==> src/rtl/fetch_ctrl.sv <==
// fetch_ctrl: instruction-fetch sequencer that issues one read at a time and presents words to decode
//
// Ports:
//   clock           in   rising-edge system clock
//   reset           in   synchronous active-high reset
//   mem_addr        out  [31:0] word-aligned instruction memory read address
//   mem_rd_en       out  one-cycle read request pulse
//   mem_rdata       in   [31:0] word returned by memory
//   mem_rdata_valid in   mem_rdata valid this cycle
//   insn            out  [31:0] instruction word to decode
//   pc              out  [31:0] address of insn
//   insn_valid      out  insn/pc valid for decode
//   decode_stall    in   decode cannot accept this cycle
//   redirect_valid  in   branch/jump taken, refetch from redirect_pc
//   redirect_pc     in   [31:0] new fetch address (two LSBs ignored)
//   insn_count      out  [COUNT_W-1:0] instructions accepted by decode
//
// Optional feature macro: FETCH_TRACE_EN prints accepted instructions and redirects.
module fetch_ctrl #(
  parameter logic [31:0] RESET_PC = 32'h80020000,
  parameter int          COUNT_W  = 32
) (
  input  logic               clock,
  input  logic               reset,
  output logic [31:0]        mem_addr,
  output logic               mem_rd_en,
  input  logic [31:0]        mem_rdata,
  input  logic               mem_rdata_valid,
  output logic [31:0]        insn,
  output logic [31:0]        pc,
  output logic               insn_valid,
  input  logic               decode_stall,
  input  logic               redirect_valid,
  input  logic [31:0]        redirect_pc,
  output logic [COUNT_W-1:0] insn_count
);
  typedef enum logic [2:0] {IDLE, REQ, WAIT, PRESENT, DRAIN} state_t;
  state_t             r_state, w_state_nxt;
  logic [31:0]        r_fetch_pc, w_fetch_pc_nxt;
  logic [31:0]        r_mem_addr;
  logic               r_mem_rd_en;
  logic [31:0]        r_insn, w_insn_nxt;
  logic [31:0]        r_pc, w_pc_nxt;
  logic               r_insn_valid, w_insn_valid_nxt;
  logic               w_accept;
  logic [COUNT_W-1:0] r_count;
  always_comb begin
    w_state_nxt      = r_state;
    w_fetch_pc_nxt   = r_fetch_pc;
    w_insn_nxt       = r_insn;
    w_pc_nxt         = r_pc;
    w_insn_valid_nxt = r_insn_valid;
    w_accept         = 1'b0;
    case (r_state)
      IDLE:    w_state_nxt = REQ;
      REQ:     w_state_nxt = WAIT;
      WAIT: begin
        if (mem_rdata_valid) begin
          w_state_nxt      = PRESENT;
          w_insn_nxt       = mem_rdata;
          w_pc_nxt         = r_fetch_pc;
          w_insn_valid_nxt = 1'b1;
        end
      end
      PRESENT: begin
        if (!decode_stall) begin
          w_state_nxt      = REQ;
          w_fetch_pc_nxt   = r_fetch_pc + 32'd4;
          w_insn_valid_nxt = 1'b0;
          w_accept         = 1'b1;
        end
      end
      DRAIN:   w_state_nxt = mem_rdata_valid ? REQ : DRAIN;
      default: w_state_nxt = IDLE;
    endcase
    // A redirect overrides everything; a request still in flight must be drained first.
    if (redirect_valid) begin
      w_fetch_pc_nxt   = {redirect_pc[31:2], 2'b00};
      w_insn_nxt       = r_insn;
      w_pc_nxt         = r_pc;
      w_insn_valid_nxt = 1'b0;
      w_accept         = 1'b0;
      w_state_nxt      = (r_state == REQ || ((r_state == WAIT || r_state == DRAIN) && !mem_rdata_valid)) ? DRAIN : REQ;
    end
  end
  always_ff @(posedge clock) begin
    if (reset) begin
      r_state      <= IDLE;
      r_fetch_pc   <= RESET_PC;
      r_mem_addr   <= RESET_PC;
      r_mem_rd_en  <= 1'b0;
      r_insn       <= 32'd0;
      r_pc         <= RESET_PC;
      r_insn_valid <= 1'b0;
      r_count      <= '0;
    end else begin
      r_state      <= w_state_nxt;
      r_fetch_pc   <= w_fetch_pc_nxt;
      r_mem_rd_en  <= (w_state_nxt == REQ);
      r_mem_addr   <= (w_state_nxt == REQ) ? w_fetch_pc_nxt : r_mem_addr;
      r_insn       <= w_insn_nxt;
      r_pc         <= w_pc_nxt;
      r_insn_valid <= w_insn_valid_nxt;
      r_count      <= w_accept ? r_count + COUNT_W'(1) : r_count;
    end
  end
`ifdef FETCH_TRACE_EN
  always_ff @(posedge clock) begin
    if (!reset && w_accept) $display("FETCH pc: %h insn: %h", r_pc, r_insn);
    if (!reset && redirect_valid) $display("REDIRECT from %h to %h", r_fetch_pc, w_fetch_pc_nxt);
  end
`else
`endif
  assign mem_addr   = r_mem_addr;
  assign mem_rd_en  = r_mem_rd_en;
  assign insn       = r_insn;
  assign pc         = r_pc;
  assign insn_valid = r_insn_valid;
  assign insn_count = r_count;
endmodule

==> config.mk <==
export PLATFORM = sky130hd
export DESIGN_NAME = fetch_ctrl
export DESIGN_NICKNAME = d
export VERILOG_FILES = /design/src/rtl/fetch_ctrl.sv
export SDC_FILE = /design/constraint.sdc
export NUM_CORES = 1
export LEC_CHECK = 0
export CAP_MARGIN = 20
export CORE_MARGIN = 4
export CORE_UTILIZATION = 52
export CTS_CLUSTER_DIAMETER = 40
export CTS_CLUSTER_SIZE = 16
export DETAILED_ROUTE_END_ITERATION = 7
export GPL_TIMING_DRIVEN = 1
export MAX_ROUTING_LAYER = met4
export PLACE_DENSITY = 0.9
export SKIP_LAST_GASP = 1
export SYNTH_ARGS = -nofsm -noshare
export SYNTH_HDL_FRONTEND = slang
export SYNTH_SLANG_ARGS = --single-unit
==> constraint.sdc <==
create_clock -name clock -period 3.45 [get_ports clock]
set_input_delay 0.69 -clock clock [delete_from_list [all_inputs] [get_ports clock]]
set_output_delay 0.69 -clock clock [all_outputs]
set_load 0.005 [all_outputs]
==> out/qor.txt <==
crit-path cells: clkdlybuf4s50_1 > nor3b_1 > a211oi_1 > nor2_2 > buf_4 > nand3_1 > o41ai_1
#FFs+latches synth: 165
syn_nets: 916
Reg power frac: 46.4%
Die Y: 125.5 um
final critical-path share of the clock period: 71.21%
wire per inst: 16.55 um
top-count cell post-synth: dfxtp_1
mean post-synth cell area: 8.502 um2
# H-tree levels: 4
pre-CTS WS: 0.5775 ns
xor/xnor share of the synthesized area: 4.511%
cts hold-fix bufs: 0
# DRC: 0
initial antenna violation count: 0
Final Net Count: 1081
area post-placement: 9146 um2
Power Dens Cells: 456.5 nW/um2
core outline area: 13400 um2
Synth Area in Compound Gates: 13.41%
Leakage: 3.475 nW
Seq/Total Area, Yosys: 45.98%
clock latency on the worst-skew pair: 0.42 ns
clk sinks: 165
initial cell density of the core: 53.61%
Synth Warn #: 0
Clock power frac: 42.9%
P&R area growth vs syn: 35.72%
total power draw: 4.451 mW
Post-synth EDFFs: 0
commonest register cell after synthesis: dfxtp_1
Synth Area in Adders: 0.3483%
CTS tree: built
sw power: 1.060 mW
switching power share of the total: 23.82%
worst hold path class: reg -> reg
I/O pin count: 199
fmax: 407.0 MHz
Comb power frac: 10.7%
cell family with most CP delay: simple AND/OR/NAND/NOR gates
FP Rows: 42
die width: 125.5 um
crit-path max cell delay: 0.73 ns
critical path peak fanout: 20
via count: 6722
Synth area leaders: dfxtp_1, nand2_1, a21oi_1
FFs w/ async S/R, synth: 0%
share of cells above drive strength 1: 7.722%
clk slew on worst S/H paths: 0.06 ns
endpoint type of the worst setup path: flip-flop
Inserted Diodes: 0
status: finished, final reports clean
die area: 15760 um2
critical path class: in -> reg
fin util: 72.76%
Final Setup Violations: 0
WP data arrival: 2.77 ns
Max-slew headroom: 34.41%
Post-synth top cells: dfxtp_1, nand2_1, a21oi_1
post-route clock skew: 0.009093 ns
GRT Util Overall: 25.42%
Worst-Margin Slew: 0.9828 ns
critical path data required time: 3.77 ns
leading area contributor after synthesis: dfxtp_1
CTS max path bufs: 2
Post-DRT Antenna Nets: 0
vias in the first global route: 6539
Yosys cell types: 61
1st-iter DRT viols: 475
postcts setup bufs: 0
final hold vios: 0
largest net degree at the start of global routing: 70
cts repair resizes: 0
fin area: 9751 um2
RSZ-0062 raised after global routing: no
first-pass GRT wire length: 32.21 mm
Slew Limit Fails: 0
detailed placer's ending HPWL: 13.49 mm
CTS buffer count: 17
top cell type's share of synthesized area: 45.98%
port bufs: 196
WP buf/inv: 2
simple-gate area share of the yosys netlist: 28.60%
Int Pwr: 3.391 mW
synthesized area: 7184 um2
worst setup margin: 0.9931 ns
final setup TNS: 0 ns
post-layout min period: 2.457 ns
peak supply drop: 0.2845 mV
Routed WL: 19.85 mm
drt first pass iters: 5
RePlAce Congestion: 0.8182
mux cell area share after synthesis: 1.707%
main combinational cell family by area after synthesis: simple AND/OR/NAND/NOR gates
Max stage delay cell, worst path: nor2_2
total of max-cap violations: 0
total grt overflow: 0
Vias/cell: 5.606
Critical Path Start Type: input port
Post-Synthesis Cells: 845
clock root buffer: clkbuf_16
==> metal layers <==
layer	up-vias	GRT usage (%)	routed length, um
met5	-	-	0
met4	0	12.05	792
met3	66	5.288	1028
met2	233	40.87	9450
met1	3135	30.51	8575
li1	3288	-	-
==> cells by family after synthesis <==
family                   after synthesis
buffers and inverters                 78
multiplexers                          12
adder cells (fa/ha/maj)                2
flip-flops                           165
AO/OA/AOI/OAI                        153
XOR/XNOR                              37
AND/OR/NAND/NOR                      398
==> path summary, 6_finish.rpt <==
| kind | cells past startpoint | from | slack [ns] | endpoint |
|---|---|---|---|---|
| worst max-delay path | 7 | mem_rdata_valid | 0.99 | mem_addr[11] |
| worst max register to register | 6 | r_state[2] | 1.17 | mem_addr[11] |
| worst min-delay path | 2 | insn[14] | 0.45 | insn[14] |
| worst min register to register | 2 | insn[14] | 0.45 | insn[14] |
==> registers in the layout, indices dropped and copies added, names as in the netlist <==
name and count:
insn 32, insn_count 32, insn_valid 1, mem_addr 32, mem_rd_en 1, pc 32, r_fetch_pc 32, r_state 3
==> worst min-delay path: cells and delay by family (launching register included) <==
family	cells	cell delay, ns
DFF	1	0.30
and+or+nand+nor	1	0.05
AOI/OAI and AO/OA	1	0.05
==> layout by cell type (no fill, tap or decap), drive strengths merged, types with 3 or more instances in the layout <==
cell / instances
nand2b: 6
xnor2: 12
or3: 6
a21oi: 81
a31o: 6
a31oi: 3
o31a: 10
nor2b: 14
clkinvlp: 5
clkdlybuf4s50: 194
and4: 12
and3: 17
nor2: 56
nand2: 156
inv: 16
dfxtp: 165
o22a: 8
o41ai: 11
xor2: 25
nor4: 19
nor3: 21
nand4: 23
buf: 15
mux2i: 10
nand3: 41
o21ai: 16
clkbuf: 22
o31ai: 4
and2: 16
a211oi: 3
o21a: 5
==> area by class of cell <==
cell class	instances	area (um2)
inverter	15	56.30
multi-input combinational	602	3502
fill	990	3650
tap	176	220.2
timing repair buffer	209	2064
sequential	165	3303
clock inverter	10	120.1
clock buffer	22	484.2
==> metrics by stage <==
step | instances | hold slack [ns]
2_1_floorplan | 845 | 0.4273
3_3_place_gp | 1167 | 0.4414
3_5_place_dp | 1167 | 0.4456
4_1_cts | 1199 | 0.4541
5_1_grt | 1199 | 0.4716
6_report | 1199 | 0.4521
==> power by group through the flow <==
stage | logic, mW | registers (mW) | clock network (mW)
5_1_grt | 0.516 | 2.08 | 2.01
2_1_floorplan | 0.239 | 2.09 | 0
3_3_place_gp | 0.464 | 2.10 | 0
4_1_cts | 0.475 | 2.07 | 1.92
6_report | 0.475 | 2.07 | 1.91
3_5_place_dp | 0.470 | 2.11 | 0
Note: power is estimated with default switching activity, not from simulation.
